$ cat src/rtl/mips_pkg.sv
// MIPS opcode/funct constants and issue-FSM state type shared by the dual-issue front end.
package mips_pkg;

  localparam logic [5:0] OP_RTYPE   = 6'h00;
  localparam logic [5:0] OP_J       = 6'h02;
  localparam logic [5:0] OP_JAL     = 6'h03;
  localparam logic [5:0] OP_BEQ     = 6'h04;
  localparam logic [5:0] OP_BNE     = 6'h05;
  localparam logic [5:0] OP_IALU_LO = 6'h08;
  localparam logic [5:0] OP_IALU_HI = 6'h0F;
  localparam logic [5:0] OP_LW      = 6'h23;
  localparam logic [5:0] OP_SW      = 6'h2B;
  localparam logic [5:0] FN_JR      = 6'h08;
  localparam logic [4:0] REG_RA     = 5'd31;

  typedef enum logic {
    ST_PAIR  = 1'b0,
    ST_SPLIT = 1'b1
  } issue_state_t;

endpackage

$ cat src/rtl/dual_issue_pair_check.sv
// Combinational hazard check between the older (ins_a) and younger (ins_b) instruction of a fetched pair.
module dual_issue_pair_check
  import mips_pkg::*;
(
  input  logic [31:0] ins_a,
  input  logic [31:0] ins_b,
  output logic        conflict
);

  typedef struct packed {
    logic       wr_en;
    logic [4:0] wr_reg;
    logic       rd_rs;
    logic       rd_rt;
    logic       mem;
    logic       ctl;
  } dec_t;

  function automatic dec_t decode(input logic [31:0] ins);
    dec_t       d;
    logic [5:0] op;
    op = ins[31:26];
    d  = '0;
    // The all-zero word is the IF/ID reset content and decodes as a pure NOP.
    if (ins != '0) begin
      if (op == OP_RTYPE) begin
        d.rd_rs = 1'b1;
        d.rd_rt = 1'b1;
        if (ins[5:0] == FN_JR) begin
          d.ctl = 1'b1;
        end else begin
          d.wr_en  = 1'b1;
          d.wr_reg = ins[15:11];
        end
      end else if (op >= OP_IALU_LO && op <= OP_IALU_HI) begin
        d.rd_rs  = 1'b1;
        d.wr_en  = 1'b1;
        d.wr_reg = ins[20:16];
      end else if (op == OP_LW) begin
        d.rd_rs  = 1'b1;
        d.wr_en  = 1'b1;
        d.wr_reg = ins[20:16];
        d.mem    = 1'b1;
      end else if (op == OP_SW) begin
        d.rd_rs = 1'b1;
        d.rd_rt = 1'b1;
        d.mem   = 1'b1;
      end else if (op == OP_BEQ || op == OP_BNE) begin
        d.rd_rs = 1'b1;
        d.rd_rt = 1'b1;
        d.ctl   = 1'b1;
      end else if (op == OP_J) begin
        d.ctl = 1'b1;
      end else if (op == OP_JAL) begin
        d.ctl    = 1'b1;
        d.wr_en  = 1'b1;
        d.wr_reg = REG_RA;
      end
    end
    if (d.wr_reg == 5'd0) d.wr_en = 1'b0;
    return d;
  endfunction

  dec_t dec_a;
  dec_t dec_b;

  always_comb begin
    dec_a    = decode(ins_a);
    dec_b    = decode(ins_b);
    conflict = (dec_a.wr_en && dec_b.rd_rs && ins_b[25:21] == dec_a.wr_reg)
            || (dec_a.wr_en && dec_b.rd_rt && ins_b[20:16] == dec_a.wr_reg)
            || (dec_a.wr_en && dec_b.wr_en && dec_a.wr_reg == dec_b.wr_reg)
            || (dec_a.mem && dec_b.mem)
            || dec_a.ctl;
  end

endmodule

$ cat src/rtl/dual_issue_ctrl.sv
// Dual-issue scheduler: issues the IF/ID pair together or splits it over two cycles, drives IF stall/flush.
module dual_issue_ctrl
  import mips_pkg::*;
#(
  parameter int unsigned CNT_W = 32
) (
  input  logic             clk,
  input  logic             reset,
  input  logic [31:0]      pr_pc,
  input  logic [31:0]      pr_instr1,
  input  logic [31:0]      pr_instr2,
  input  logic             hold,
  input  logic             redirect,
  output logic             issue0_valid,
  output logic [31:0]      issue0_instr,
  output logic [31:0]      issue0_pc,
  output logic             issue1_valid,
  output logic [31:0]      issue1_instr,
  output logic [31:0]      issue1_pc,
  output logic             if_stall,
  output logic             if_flush,
  output logic [CNT_W-1:0] pair_cnt,
  output logic [CNT_W-1:0] single_cnt
);

  issue_state_t state, state_nxt;
  logic         conflict;
  logic         pair_inc;
  logic         single_inc;
  logic [31:0]  pc_plus4;

  dual_issue_pair_check u_pair_check (
    .ins_a    (pr_instr1),
    .ins_b    (pr_instr2),
    .conflict (conflict)
  );

  assign pc_plus4     = pr_pc + 32'd4;
  assign issue1_instr = pr_instr2;
  assign issue1_pc    = pc_plus4;

  always_comb begin
    state_nxt    = state;
    issue0_valid = 1'b0;
    issue1_valid = 1'b0;
    if_stall     = 1'b0;
    if_flush     = 1'b0;
    pair_inc     = 1'b0;
    single_inc   = 1'b0;
    issue0_instr = (state == ST_SPLIT) ? pr_instr2 : pr_instr1;
    issue0_pc    = (state == ST_SPLIT) ? pc_plus4  : pr_pc;
    // Control outputs are gated by reset so they drop immediately, not at the next edge.
    if (!reset) begin
      if (redirect) begin
        if_flush  = 1'b1;
        state_nxt = ST_PAIR;
      end else if (hold) begin
        if_stall = 1'b1;
      end else begin
        issue0_valid = 1'b1;
        unique case (state)
          ST_PAIR: begin
            if (conflict) begin
              if_stall   = 1'b1;
              single_inc = 1'b1;
              state_nxt  = ST_SPLIT;
            end else begin
              issue1_valid = 1'b1;
              pair_inc     = 1'b1;
            end
          end
          ST_SPLIT: begin
            single_inc = 1'b1;
            state_nxt  = ST_PAIR;
          end
          default: state_nxt = ST_PAIR;
        endcase
      end
    end
  end

  always_ff @(posedge clk or posedge reset) begin
    if (reset) begin
      state      <= ST_PAIR;
      pair_cnt   <= '0;
      single_cnt <= '0;
    end else begin
      state <= state_nxt;
      if (pair_inc)   pair_cnt   <= pair_cnt + 1'b1;
      if (single_inc) single_cnt <= single_cnt + 1'b1;
    end
  end

endmodule

$ cat config.mk
export PLATFORM = sky130hd
export DESIGN_NAME = dual_issue_ctrl
export DESIGN_NICKNAME = d
export VERILOG_FILES = /design/src/rtl/mips_pkg.sv /design/src/rtl/dual_issue_pair_check.sv /design/src/rtl/dual_issue_ctrl.sv
export SDC_FILE = /design/constraint.sdc
export NUM_CORES = 1
export LEC_CHECK = 0
export ABC_CLOCK_PERIOD_IN_PS = 4700
export CAP_MARGIN = 10
export CORE_MARGIN = 4
export CORE_UTILIZATION = 25
export CTS_CLUSTER_SIZE = 14
export DETAILED_ROUTE_END_ITERATION = 6
export SLEW_MARGIN = 20
export SYNTH_ARGS = -nofsm -noshare
export SYNTH_HDL_FRONTEND = slang
export SYNTH_SLANG_ARGS = --single-unit
$ cat constraint.sdc
create_clock -name clk -period 4.7 [get_ports clk]
set_clock_uncertainty 0.15 [all_clocks]
set_input_delay 0.705 -clock clk [delete_from_list [all_inputs] [get_ports clk]]
set_output_delay 0.705 -clock clk [all_outputs]
set_load 0.03 [all_outputs]
==> results of run 1 <==
-- metal layers --
layer | track usage (%) | vias up | wire [microns]
li1 | - | 2950 | -
met1 | 21.7 | 2964 | 9720
met2 | 29.8 | 226 | 11400
met3 | 4.09 | 33 | 1360
met4 | 5.09 | 0 | 563
met5 | 0 | - | 0
-- worst register-to-register path, stage by stage (launching register included) --
cell,delay (ns)
dfrtp_1,0.40
and3_1,0.27
nand4_1,0.30
nor4_1,0.42
nand4_1,0.20
nor2_1,0.27
and4_1,0.27
and3_1,0.19
nand2_1,0.08
nor3_1,0.24
xor2_1,0.18
-- stage by stage --
stage / setup slack [ns] / instances / hold WS [ns]
final: 0.141 / 1260 / 0.316
after global routing: -0.00351 / 1260 / 0.347
after CTS: 0.00165 / 1257 / 0.328
after detailed placement: -0.0808 / 1241 / 0.320
after global placement: -0.0546 / 1241 / 0.314
after floorplan: 0.301 / 671 / 0.499
-- logic make-up after synthesis --
group	Yosys count
and+or+nand+nor	301
AOI/OAI and AO/OA	55
buffers and inverters	86
DFF	65
xor gates and xnor gates	126
adders and majority gates	3
muxes	35
-- worst max path at each step --
stage	from	to	slack, ns	depth (start not counted)
6_report	pr_pc[2]	issue0_pc[30]	0.14	14
5_1_grt	pr_instr2[27]	issue1_valid	-0.004	11
4_1_cts	pr_instr1[28]	if_stall	0.002	12
3_5_place_dp	pr_instr2[28]	if_stall	-0.08	10
3_3_place_gp	pr_instr2[28]	issue1_valid	-0.05	11
2_1_floorplan	pr_pc[4]	issue0_pc[31]	0.30	13
-- timing repair --
item / 4_1_cts / 5_1_grt
resized for setup: 7 / 32
buffers inserted: 0 / 3
setup endpoints to repair: 2 / 7
pin swaps: 1 / 16
cloned: 0 / 0
-- where the power goes --
part	internal, mW	switching (mW)
sequential	0.581	0.0326
combinational	0.307	0.361
clock	0.427	0.260
-- cell usage in the layout (no fill, tap or decap), types with 4 or more instances in the layout --
cell,netlist,layout
dlymetal6s2s_1,0,7
nor4_1,15,14
nor3_1,34,32
dfrtp_1,65,64
nand2_1,74,74
buf_12,0,4
nor2_1,41,40
buf_4,36,89
inv_1,19,18
xor2_1,46,46
and2_1,4,4
a21oi_1,6,5
nand4_1,21,21
xnor2_1,80,79
mux2_2,32,32
nor2b_1,5,4
a31oi_1,4,4
and3_1,27,25
o21ai_0,12,10
and4_1,5,5
nand3_1,44,43
clkdlybuf4s50_1,0,259
clkbuf_16,0,9
nor4_2,3,4
-- state kept, by name (all words and copies together) (netlist names) --
signal      cells
pair_cnt       32
single_cnt     32
state           1
-- final cells by class --
cell class | instances | area (sq um)
Fill cell | 2211 | 12600
Sequential cell | 65 | 1630
Inverter | 19 | 71.3
Clock buffer | 10 | 239
Clock inverter | 6 | 66.3
Timing Repair Buffer | 360 | 3440
Multi-Input combinational cell | 520 | 3700
Tap cell | 280 | 350
==> impl_results.md, run 1 <==
- Status: complete, no violations
- Post-synth EDFFs: 0
- R2r endpoint: single_cnt[30]
- CTS clk-pin slew, worst paths: approximately 0.06 ns
- Vias in the first global route: approximately 6100
- Total GRT Usage: between 15 and 20%
- Diodes inserted: 0
- Main synth FF type: dfrtp_1
- Initial antenna violation count: 0
- Post-DP HPWL: approximately 19 mm
- Num ports: about 300
- Hold WC Path Type: register to register
- Post-synth ARST share: 100%
- Fin util: a little over two fifths
- Setup TNS Final: 0 ns
- Final hold vios: 0
- Post-synth top area share: between 20% and 30%
- Slew margin rel.: between 30% and 40%
- Worst r2r src: single_cnt[7]
- Die Y: 159 microns
- Pleak: roughly 3.9 nW
- Final wirelength: 23.1 mm
- Largest net degree at the start of global routing: 48
- CP startpoint kind: input pin
- Clock Sink Count: between 60 and 70
- Die Area: ~25000 sq um
- Width of the chip: 159 microns
- DR pass1 iterations: 5
- Simple-Gate Fraction of Synth Area: between 20 and 30%
- RSZ-0062 raised after global routing: true
- Post-Syn Area: about 5700 sq um
- Post-synth cell types: between 60 and 70
- Delay of the slowest critical-path stage: ~0.5 ns
- Site Rows: 54
- Final Max Slew Viols: 0
- Core area: around 22000 sq um
- CP Class: input pin to primary output
- Tightest Pin Transition: between 1 and 1.5 ns
- CTS Buffer Depth: 2
- Final Critical Period: between 4 and 5 ns
- Reg-to-reg setup timing slack: roughly 1.7 ns
- Crit end category: primary output
- DRC violations left: 0
- Maxcap violations: 0
- Critical-path top delay cell: clkdlybuf4s50_1
- Main combinational cell family by area after synthesis: simple AND/OR/NAND/NOR gates
- ANT nets after route: 0
- Drt wl/cell: between 15 and 20 microns
- Top cell by count, worst path: and3_1
- PortBufs: between 200 and 300
- Count of buffer and inverter cells on the critical path: 3
- Most common cell in the netlist: xnor2_1
- Worst-Skew Late Latency: ~0.33 ns
- Placed cell area: between 9000 and 10000 sq um
- Routability Congestion: 0.884
- First-pass GRT wire length: between 30 and 40 mm
- Seq/Total Area, Yosys: between 20% and 30%
- Synth warn: 0
- Via count: ~6200
- Final Power: about 2.0 mW
- Fin nets: 1078
- CP delay by family, top: simple AND/OR/NAND/NOR gates
- Period Utilization, post-route: around 97%
- Root Buffer: clkbuf_16
- Post-synthesis xor/xnor area fraction: 19.4%
- P per Cell Area: 207 nW/um^2
- Post-Syn Instances: about 670
- Synth Area in Compound Gates: 7.07%
- Initial Util: between 20% and 30%
- Hold buffers post-CTS: 0
- Worst Hold Path Cells: 1
- Crit-path max FO: 3
- Cell Chain, Critical Path: clkdlybuf4s50_1, ha_2, nand3_2, nor3_2, buf_4, and3_4, and4_1, and3_4, and3_1, and3_1, and3_1, nand4_1, xnor2_2, buf_6
- Design area: 9490 sq um
- FF-to-FF path depth: 10
- Inserted Clock Buffers: 9
- Fmax: 219 MHz
- Commonest cells post-synth: 80 x xnor2_1, 74 x nand2_1, 65 x dfrtp_1
- Min-Delay Endpoint: pair_cnt[31]
- DR iter-0 viols: roughly 280
- CTS tree: built
- Syn Nets: 774
- Critical path data required time: between 3 and 4 ns
- Syn-to-layout area delta: 66.7%
- Layout cell share with drive strength beyond 1: 19.1%
- H-Tree Depth: 3
- Synth area leader: dfrtp_1
- Worst vdd ir: 289 uV
- GR Overflow Total: 0
- Flops & latches, synth: 65
- Setup violators final: 0
- CP arrival: 3.70 ns
- Top cells by area, synth: dfrtp_1 29%, xnor2_1 12%, xor2_1 7.1%, mux2_2 6.3%, nand2_1 4.9%
- Vias per cell: 4.90
- Area share of fa/ha/maj cells after synthesis: less than 1%
- Syn_area_per_cell: about 8.5 sq um
- Hold_sp: pair_cnt[31]
- Post-synthesis mux area share: under 10%
(Power assumes the default switching activity.)
==> inputs of run 2 (changes only) <==
Settings changed: SYNTH_HIERARCHICAL from default to 1.
==> run 2 against run 1 <==
Register-to-register slack improved by 0.71 ns. Cell count down 5.7%. Core utilization is 1.5 points lower. Critical path type unchanged. Largest power group is now combinational cells.
==> impl_results.md, run 2 <==
- Status: complete, no violations
- CP startpoint kind: input pin
- Root Buffer: clkbuf_16
- Final Max Slew Viols: 0 (unchanged)
- Worst vdd ir: 197 uV (-32%)
- Initial antenna violation count: 0 (unchanged)
- Commonest cells after routing, fill and taps aside: 285 x clkdlybuf4s50_1, 81 x xnor2_1, 64 x dfrtp_1
- ANT nets after route: 0 (unchanged)
- Maxcap violations: 0 (unchanged)
- Final Critical Period: 4.53 ns (-0.0277 ns)
- Diodes inserted: 0 (unchanged)
- Setup violators final: 0 (unchanged)
- Site Rows: 54 (unchanged)
- CTS tree: built
- Synth warn: 6 (+6)
- PortBufs: 289 (unchanged)
- Syn Nets: 725 (-6.3%)
- Routability Congestion: 0.857 (-3.1%)
- Total GRT Usage: 15.9% (-1.4 points)
- GR Overflow Total: 0 (unchanged)
- Post-Syn Area: 5550 sq um (-2.5%)
- Worst slack, placed: 0.0347 ns (+0.115 ns)
- Layout cell share with drive strength beyond 1: 13.5% (-5.5 points)
- CTS clk-pin slew, worst paths: 0.05 ns (about the same)
- Synth Area in Compound Gates: 7.60% (+0.52 points)
- Post-DP HPWL: 16.8 mm (-10%)
- Main combinational cell family by area after synthesis: simple AND/OR/NAND/NOR gates
- Crit end category: primary output
- Inserted Clock Buffers: 9 (unchanged)
- Drt wl/cell: 17.4 microns (-5.2%)
- Worst-Skew Late Latency: 0.32 ns (about the same)
- Hold WC Path Type: register to register
- H-Tree Depth: 3 (unchanged)
- Initial Util: 25.4% (-0.34 points)
- Synth area leader: dfrtp_1
- Post-synth ARST share: 100% (unchanged)
- Post-synthesis mux area share: 7.82% (+0.92 points)
- Setup TNS Final: 0 ns (unchanged)
- Simple-Gate Fraction of Synth Area: 27.1% (-1.5 points)
- Period Utilization, post-route: 96.4% (-0.59 points)
- Vias in the first global route: 5674 (-7.0%)
- Post-synthesis xor/xnor area fraction: 19.7% (+0.34 points)
- Area share of fa/ha/maj cells after synthesis: 0.676% (+0.017 points)
- Post-Syn Instances: 622 (-7.3%)
- Die Y: 157 microns (-1.2%)
- Core area: 21800 sq um (-1.2%)
- Fin nets: 1008 (-6.5%)
- First-pass GRT wire length: 31.7 mm (-11%)
- Width of the chip: 157 microns (-1.2%)
- Main synth FF type: dfrtp_1
- Syn-to-layout area delta: 62.9%
- CP Class: input pin to primary output
- DR pass1 iterations: 4 (-1)
- RSZ-0062 raised after global routing: false
- Post-synth EDFFs: 0 (unchanged)
- DR iter-0 viols: 249 (-11%)
- Post-synth top area share: 29.3% (+0.74 points)
- Flops & latches, synth: 65 (unchanged)
- Final hold vios: 0 (unchanged)
- Fmax: 221 MHz (+0.61%)
- CP arrival: 3.68 ns (-0.02 ns)
- Vias per cell: 4.79 (-2.2%)
- Registers with the most flip-flops: pair_cnt x32, single_cnt x32, state x1
- Post-route setup slack: 0.169 ns (+0.0277 ns)
- Die Area: 24700 sq um (-2.4%)
- Clock Sink Count: 65 (unchanged)
- Hold buffers post-CTS: 0 (unchanged)
- Slew margin rel.: 46.9% (+14 points)
- Crit-path max FO: 7 (+4)
- Commonest cells post-synth: 81 x xnor2_1, 65 x dfrtp_1, 48 x nand2_1
- DRC violations left: 0 (unchanged)
- Most common cell after layout, fill and taps aside: clkdlybuf4s50_1
- Largest net degree at the start of global routing: 51 (+6.3%)
- Final wirelength: 20.6 mm (-11%)
- Top cells by area, synth: dfrtp_1 29%, xnor2_1 13%, mux2_2 7.1%, xor2_1 6.9%, buf_4 5.0%
- P per Cell Area: 218 nW/um^2 (+5.1%)
- Most common cell in the netlist: xnor2_1
- Tightest Pin Transition: 0.796 ns (-0.210 ns)
- Pleak: 3.62 nW (-7.6%)
- Syn_area_per_cell: 8.93 sq um (+5.2%)
- Critical path data required time: 3.85 ns (about the same)
- Via count: 5694 (-7.8%)
- Seq/Total Area, Yosys: 29.3% (+0.74 points)
- CTS Buffer Depth: 2 (unchanged)
- Num ports: 296 (unchanged)
- Post-synth cell types: 70 (+1.4%)
## run 2: kinds of logic (layout without fill, tap and decap cells)
kind of cell	Yosys count	after routing
AOI/OAI and AO/OA	53	53
xor gates and xnor gates	125	125
adders and majority gates	3	3
buffers and inverters	75	361
DFF	65	65
muxes	39	39
and+or+nand+nor	262	262
## run 2: cell type report
class | instances | area (sq um)
inverters | 16 | 66.3
multi-input cells | 482 | 3510
well taps | 280 | 350
clock inverters | 3 | 42.5
repair buffers | 331 | 3200
flip-flops and latches | 65 | 1630
clock buffers | 11 | 243
fillers | 2191 | 12800
## run 2: metrics by stage
| stage | total power, mW | hold slack, ns | instance area, sq um | instances | utilization [%] |
|---|---|---|---|---|---|
| after global placement | 1.33 | 0.314 | 8700 | 1169 | 39.9 |
| after global routing | 2.06 | 0.347 | 9040 | 1188 | 41.4 |
| after CTS | 1.99 | 0.336 | 8980 | 1183 | 41.2 |
| final | 1.97 | 0.329 | 9040 | 1188 | 41.4 |
| after detailed placement | 1.34 | 0.325 | 8700 | 1169 | 39.9 |
| after floorplan | 1.00 | 0.499 | 5550 | 622 | - |
## run 2: routing by layer
layer	GRT usage (%)	vias up	share of wire [%]
met3	4.01	13	9.0
li1	-	2765	-
met5	0	-	0
met4	2.99	0	0.80
met2	27.6	225	48
met1	20.3	2691	42
## run 2: final timing paths
kind	from	end	slack (ns)	cells after the start
setup / recovery	pr_instr1[2]	if_stall	0.17	13
max in group asynchronous	reset	pair_cnt[19]	2.79	3
min in group asynchronous	reset	single_cnt[7]	0.83	2
setup reg to reg	state	single_cnt[27]	2.37	8
hold reg to reg	pair_cnt[31]	pair_cnt[31]	0.33	1
hold / removal	pair_cnt[31]	pair_cnt[31]	0.33	1
## run 2: critical path, stage by stage
cell and delay, ns:
clkdlybuf4s50_1 0.46, nor4b_4 0.49, a211oi_4 0.17, buf_4 0.19, a2111oi_1 0.39, o32ai_1 0.15
nor4_1 0.30, o21ai_1 0.10, nand3_1 0.10, buf_4 0.16, a21oi_1 0.09, nor3_2 0.17
buf_4 0.20
## run 2: repair_timing
| action | in CTS | in global routing |
|---|---|---|
| setup endpoints to repair | 0 | 2 |
| resized for setup | 0 | 6 |
| setup buffers | 0 | 5 |
## run 2: power breakdown
part	internal [mW]	total, mW	switching, mW
clock	0.418	0.646	0.228
combinational	0.319	0.700	0.381
sequential	0.588	0.624	0.0356
total	1.33	1.97	0.645
